**src/rtl/local_sp_mem_arbiter.sv**
```systemverilog
// Arbiter sharing one single-port local buffer between a loader write port and a
// compute read port, with read-response tracking and a zero-fill sequencer.
module local_sp_mem_arbiter #(
    parameter int DataWidth    = 256,
    parameter int AddressRange = 2048,
    parameter int AddressWidth = 11,
    parameter int READ_LATENCY = 2
) (
    input  logic                    clk,
    input  logic                    reset,
    input  logic                    wr_valid,
    output logic                    wr_ready,
    input  logic [AddressWidth-1:0] wr_addr,
    input  logic [DataWidth-1:0]    wr_data,
    input  logic                    rd_valid,
    output logic                    rd_ready,
    input  logic [AddressWidth-1:0] rd_addr,
    output logic                    rd_rsp_valid,
    output logic [DataWidth-1:0]    rd_rsp_data,
    input  logic                    clear_start,
    output logic                    clear_busy,
    output logic                    clear_done,
    output logic [AddressWidth-1:0] mem_address0,
    output logic                    mem_ce0,
    output logic                    mem_we0,
    output logic [DataWidth-1:0]    mem_d0,
    input  logic [DataWidth-1:0]    mem_q0,
    output logic                    dbg_state
);

    typedef enum logic {
        SERVE = 1'b0,
        CLEAR = 1'b1
    } state_e;

    localparam int TagDepth = 1 + READ_LATENCY;
    localparam logic [AddressWidth-1:0] LastAddr = AddressWidth'(AddressRange - 1);

    state_e                  state_q, state_d;
    logic                    rr_q, rr_d;  // 0: read wins under contention, 1: write wins
    logic [AddressWidth-1:0] cnt_q, cnt_d;
    logic [AddressWidth-1:0] addr_q, addr_d;
    logic [DataWidth-1:0]    data_q, data_d;
    logic                    ce_q, ce_d;
    logic                    we_q, we_d;
    logic                    done_q, done_d;
    logic [TagDepth-1:0]     tag_q, tag_d;
    logic                    wr_grant, rd_grant;
    logic                    rd_accept;

    // Handshake: a request transfers on a cycle where valid and ready are both high;
    // ready is the combinational grant, so it never rises without valid.
    assign wr_ready  = wr_grant & reset;
    assign rd_ready  = rd_grant & reset;
    assign rd_accept = rd_ready;

    always_comb begin
        state_d  = state_q;
        rr_d     = rr_q;
        cnt_d    = cnt_q;
        addr_d   = addr_q;
        data_d   = data_q;
        ce_d     = 1'b0;
        we_d     = 1'b0;
        done_d   = 1'b0;
        wr_grant = 1'b0;
        rd_grant = 1'b0;
        unique case (state_q)
            SERVE: begin
                if (clear_start) begin
                    state_d = CLEAR;
                    cnt_d   = '0;
                end else begin
                    if (wr_valid && rd_valid) begin
                        rd_grant = ~rr_q;
                        wr_grant = rr_q;
                        rr_d     = ~rr_q;
                    end else begin
                        rd_grant = rd_valid;
                        wr_grant = wr_valid;
                    end
                    if (rd_grant) begin
                        ce_d   = 1'b1;
                        addr_d = rd_addr;
                    end else if (wr_grant) begin
                        ce_d   = 1'b1;
                        we_d   = 1'b1;
                        addr_d = wr_addr;
                        data_d = wr_data;
                    end
                end
            end
            CLEAR: begin
                ce_d   = 1'b1;
                we_d   = 1'b1;
                addr_d = cnt_q;
                data_d = '0;
                cnt_d  = cnt_q + AddressWidth'(1);
                if (cnt_q == LastAddr) begin
                    done_d  = 1'b1;
                    state_d = SERVE;
                end
            end
            default: state_d = SERVE;
        endcase
    end

    // Tag pipeline runs regardless of state so reads issued before a clear still return.
    assign tag_d = {tag_q[TagDepth-2:0], rd_accept};

    always_ff @(posedge clk or negedge reset) begin
        if (!reset) begin
            state_q <= SERVE;
            rr_q    <= 1'b0;
            cnt_q   <= '0;
            addr_q  <= '0;
            data_q  <= '0;
            ce_q    <= 1'b0;
            we_q    <= 1'b0;
            done_q  <= 1'b0;
            tag_q   <= '0;
        end else begin
            state_q <= state_d;
            rr_q    <= rr_d;
            cnt_q   <= cnt_d;
            addr_q  <= addr_d;
            data_q  <= data_d;
            ce_q    <= ce_d;
            we_q    <= we_d;
            done_q  <= done_d;
            tag_q   <= tag_d;
        end
    end

    assign mem_address0 = addr_q;
    assign mem_ce0      = ce_q;
    assign mem_we0      = we_q;
    assign mem_d0       = data_q;
    assign clear_done   = done_q;
    assign clear_busy   = (state_q == CLEAR);
    assign rd_rsp_valid = tag_q[TagDepth-1];
    assign rd_rsp_data  = mem_q0;
    assign dbg_state    = state_q;

endmodule
```
**config.mk**
```make
export PLATFORM = sky130hd
export DESIGN_NAME = local_sp_mem_arbiter
export DESIGN_NICKNAME = d
export VERILOG_FILES = /design/src/rtl/local_sp_mem_arbiter.sv
export SDC_FILE = /design/constraint.sdc
export NUM_CORES = 1
export LEC_CHECK = 0
export CAP_MARGIN = 0
export CORE_AREA = 3 3 414 416
export CTS_CLUSTER_DIAMETER = 200
export DETAILED_ROUTE_END_ITERATION = 12
export DIE_AREA = 0 0 417 419
export HOLD_SLACK_MARGIN = 0.03
export PLACE_DENSITY = 0.3
export SLEW_MARGIN = 20
export SYNTH_ARGS = -nofsm -noshare
export SYNTH_HDL_FRONTEND = slang
export SYNTH_SLANG_ARGS = --single-unit
```
**constraint.sdc**
```tcl
create_clock -name clk -period 1.8 [get_ports clk]
set_clock_uncertainty 0.15 [all_clocks]
set_input_delay 0.45 -clock clk [delete_from_list [all_inputs] [get_ports clk]]
set_output_delay 0.45 -clock clk [all_outputs]
set_load 0.05 [all_outputs]
```
== Yosys cells after proc, flatten, opt, wreduce, memory -nomap -nowiden ==
Index checks and enable logic that the tools add are counted.

* Flip-flop bits (word level): 286
* Input port bits: 539
* Output and inout port bits: 531
* Word-level logic and storage cells: 57

* $add $sub $neg: 1
* Equal/unequal tests: 6
* Mux-type cells: 32
* Bitwise gates (word level): 5
* Reduce and logical (&&, ||, !) cells: 4

{| class="wikitable"
|+ Operators by type and width
! operator !! number
|-
| two-way mux 256 bit || 3
|-
| one-hot mux 256 bit (2 select lines) || 1
|-
| two-way mux 11 bit || 4
|-
| one-hot mux 11 bit (2 select lines) || 2
|-
| two-way mux 1 bit || 19
|-
| adder 11 x 1 -> 11 bit, second input constant || 1
|-
| equality test 11 bit, second input constant || 1
|-
| inequality test 2 bit, second input constant || 3
|-
| one-hot mux 1 bit (2 select lines) || 3
|-
| AND reduction 3 bit || 2
|-
| inequality test 3 x 1 -> 1 bit, second input constant || 1
|-
| inverter 1 bit || 3
|-
| AND 1 bit || 2
|-
| inequality test 2 x 1 -> 1 bit, second input constant || 1
|-
| AND reduction 2 bit || 1
|-
| logical AND 1 bit || 1
|}

== Longest topological paths before layout ==
* Depth in word-level cells: 8
* Mapped depth: 6
* Mapped depth without buffers: 4

== Least setup slack after synthesis ==
Ideal clock, no wire load.

* Path type: register to output
* From: reg state_q (netlist: clear_busy)
* To: out rd_ready
* Arrival time: 2,130 ps
* Data required time: 1,200 ps
* Slack: -930 ps
* Stages on the path, launching flop included: 6
* Buffers on the path: 2
* Cell sequence: dfrtp_1 -> clkbuf_1 -> nor2_1 -> buf_2 -> nand2_1 -> nor2_1

* Longest elaborated chain between the ends: 2

{| class="wikitable"
|+ RTL lines
! what !! line !! source
|-
| from (decl) || 39 || <nowiki>state_e state_q, state_d;</nowiki>
|-
| from (signal assigned) || 123 || <nowiki>state_q <= state_d;</nowiki>
|-
| two-way mux 1 bit || 68 || <nowiki>unique case (state_q)</nowiki>
|-
| AND 1 bit || 54 || <nowiki>assign rd_ready = rd_grant & reset;</nowiki>
|-
| to (decl) || 16 || <nowiki>output logic rd_ready,</nowiki>
|}

No other way between the ends.

== Worst setup path after layout ==
* From: reg rr_q
* To: out wr_ready

* Longest elaborated chain between the ends: 6

{| class="wikitable"
|+ RTL lines
! what !! line !! source
|-
| from (decl) || 40 || <nowiki>logic rr_q, rr_d;</nowiki>
|-
| from (signal assigned) || 124 || <nowiki>rr_q <= rr_d;</nowiki>
|-
| two-way mux 1 bit || 74 || <nowiki>if (wr_valid && rd_valid) begin</nowiki>
|-
| two-way mux 1 bit || 70 || <nowiki>if (clear_start) begin</nowiki>
|-
| two-way mux 1 bit || 68 ||
|-
| two-way mux 1 bit || 70 ||
|-
| two-way mux 1 bit || 68 ||
|-
| AND 1 bit || 53 || <nowiki>assign wr_ready = wr_grant & reset;</nowiki>
|-
| to (decl) || 12 || <nowiki>output logic wr_ready,</nowiki>
|}

No other way between the ends. The select of a mux whose other input is x is not followed.

==> results.yml <==
final_layout:
  layout_common_cells: "305 x buf_12, 279 x clkdlybuf4s50_1, 265 x dfrtp_1"
  stdcell_count: 3635
  nets: 1938
  fin_area_sq_um: 25100
  drive_above_1_share: 0.358
  fin_util: 0.150
  syn_to_final_growth_pct: 101
  final_common_cell: "buf_12"
floorplanning:
  die_y_um: 419
  initial_utilization: 0.0746
  dieArea_sq_um: 175000
  core_sq_um: 168000
  die_w_um: 417
  core.rowCount: 150
  pin_count: 1070
clock_network:
  clkLatencyLatePin_ns: 0.57
  cts_sinks: 286
  cts_tree: "yes"
  clk_path_buf_depth: 3
  clkTransAtPathRegs_ns: 0.06
  root_buffer: "clkbuf_16"
  cts-htree-levels: 2
  numCtsBuffers: 42
logic_synthesis:
  ys_seq_area_frac: 0.573
  yosys_most_used_dff: "dfrtp_1"
  synth.avg_cell_area_sq_um: 12.9
  netlist_instances: 971
  synth_top_area_cell: "dfrtp_1"
  synth-edff-count: 0
  synthesis.area_sq_um: 12500
  synth_seq_cells: 286
  yosysTopAreaCellShare: 0.573
  ys_async_sr_fraction: 1.00
  synth.distinct_cells: 45
  synth_nets: 1511
  yosysWarnings: 0
  ys_top_cells_by_area: "dfrtp_1 57%, a22o_1 18%, buf_4 15%"
power_and_ir_drop:
  finalPower_mw: 16.7
  powerDensity_nw_per_um2: 663
  ir_worst_vdd_v: 0.000511
  cellLeakagePower_nw: 10.2
placement:
  io_buffer_count: 557
  dp_slack_ns: -0.945
  placed_area_sq_um: 21800
  gp_congestion: 0.774
  dp_hpwl_um: 56300
  dp_cells: 3465
routing:
  drc_errors: 0
  firstDrtPassIters: 5
  ant_nets: 0
  vias: 9924
  drt-total-wl_um: 78700
  via_per_inst: 2.73
  first_iter_violations: 488
  wire_per_inst_um: 21.7
worst_setup_path:
  path_class: "flip-flop to output pin"
  crit_chain: "and2b_4 -> nor4_4 -> buf_6 -> and2_4 -> buf_12"
  crit_path_max_incr_delay_ns: 0.34
  slowest_stage: "dfrtp_1"
  arrival_ns: 1.79
  cp-start-kind: "flip-flop"
  crit_path_end_kind: "output pin"
  critPathMaxFanout: 2
  critPathBufInv: 2
  cp.required_ns: 1.20
  path_delay_family: "simple AND/OR/NAND/NOR gates"
global_routing:
  grt_antenna_before_repair: 13
  grt_usage: 0.0861
  grt_pass1_wl_um: 104000
  grt_pass1_vias: 10735
  grt_max_degree: 162
  overflow: 0
timing:
  rsz0062_at_grt: "yes"
  slew_viol_final: 0
  hold_viol: 0
  max_freq_mhz: 418
  hold_ws_ns: 0.202
  max_slew_margin: 0.326
  worstMarginPinSlew_ns: 1.01
  tns_ns: -79.64
  min_period_over_period: 1.33
  setup_ws_ns: -0.594
  final-setup-viol-count: 269
  period_minus_slack_ns: 2.39
outcome:
  outcome: "finished with violations"
  violations: "setup timing"
hold_path:
  hold_path.class: "flip-flop to flip-flop"
job:
  maxCapViolations: 0
## synthesized netlist by cell type, drive strengths merged, types with 2 or more instances
library cell  number
a21oi              2
a222oi             2
a22o             256
a31oi              2
and2               3
and3               2
buf              312
clkbuf             7
dfrtp            286
inv               11
mux2i              7
nand2             19
nand3              5
nand4              3
nor2               6
nor2b              2
o211ai             2
o21ai              7
o21bai             2
o221ai             6
o22ai              2
o31a               3
o31ai              2
o32ai              4
or4                2
## worst reg2reg max path: cells and delay by family (launching register included)
kind	cells	cell delay, ns
DFF	1	0.34
buffers and inverters	6	0.84
and+or+nand+nor	1	0.21
AOI/OAI and AO/OA	2	0.57
## cells by family after synthesis
group | after synthesis | share of synthesized area
buf+inv | 331 | 0.195
compound gates | 298 | 0.205
flops | 286 | 0.573
simple gates | 47 | 0.0200
mux | 7 | 0.00561
xor+xnor | 1 | 0.000701
fa+ha+maj | 1 | 0.00100
## report_power, final
part / internal [mW] / leakage (nW) / switching [mW]
Combinational: 1.06 / 5.63 / 0.882
Sequential: 6.58 / 3.91 / 0.164
Clock: 4.64 / 0.637 / 3.33
## area by class of cell
cell class              count  area (sq um)
inverters                  12          45.0
clock inverters            12          82.6
multi-input cells         354          2940
diodes                      4          10.0
well taps                2204          2760
flip-flops and latches    286          7180
clock buffers              61          1200
fillers                 18421        142000
repair buffers            702         10900
## registers in the layout, summed over array words and instances, names as in the netlist
register,flops
mem_d0,256
rr_q,1
mem_we0,1
mem_ce0,1
clear_busy,1
mem_address0,11
clear_done,1
tag_q,3
cnt_q,11
## final timing paths
kind / start / cells after the start / end / slack [ns]
worst min register to register: tag_q[1] / 0 / tag_q[2] / 0.20
min in group asynchronous: reset / 4 / mem_d0[9] / 0.33
max in group asynchronous: reset / 3 / mem_d0[179] / 0.13
worst min-delay path: tag_q[1] / 0 / tag_q[2] / 0.20
worst max register to register: rr_q / 9 / mem_d0[137] / -0.42
worst max-delay path: rr_q / 5 / wr_ready / -0.59
## repair_timing
action | CTS | global route
hold buffers | 2 | 0
endpoints found under the setup margin | 508 | 550
gates resized for setup | 112 | 10
hold endpoints to repair | 126 | 0
gates cloned | 42 | 3
setup buffers | 48 | 7
pin swaps | 183 | 45
## layer usage
metal / global-route usage / vias to the layer above / part of all wire
li1: - / 4178 / -
met1: 0.101 / 5184 / 0.39
met2: 0.151 / 423 / 0.52
met3: 0.0274 / 131 / 0.071
met4: 0.0215 / 8 / 0.018
met5: 0.00639 / - / 0.0024
No activity file was read; power rests on OpenSTA's default activity.
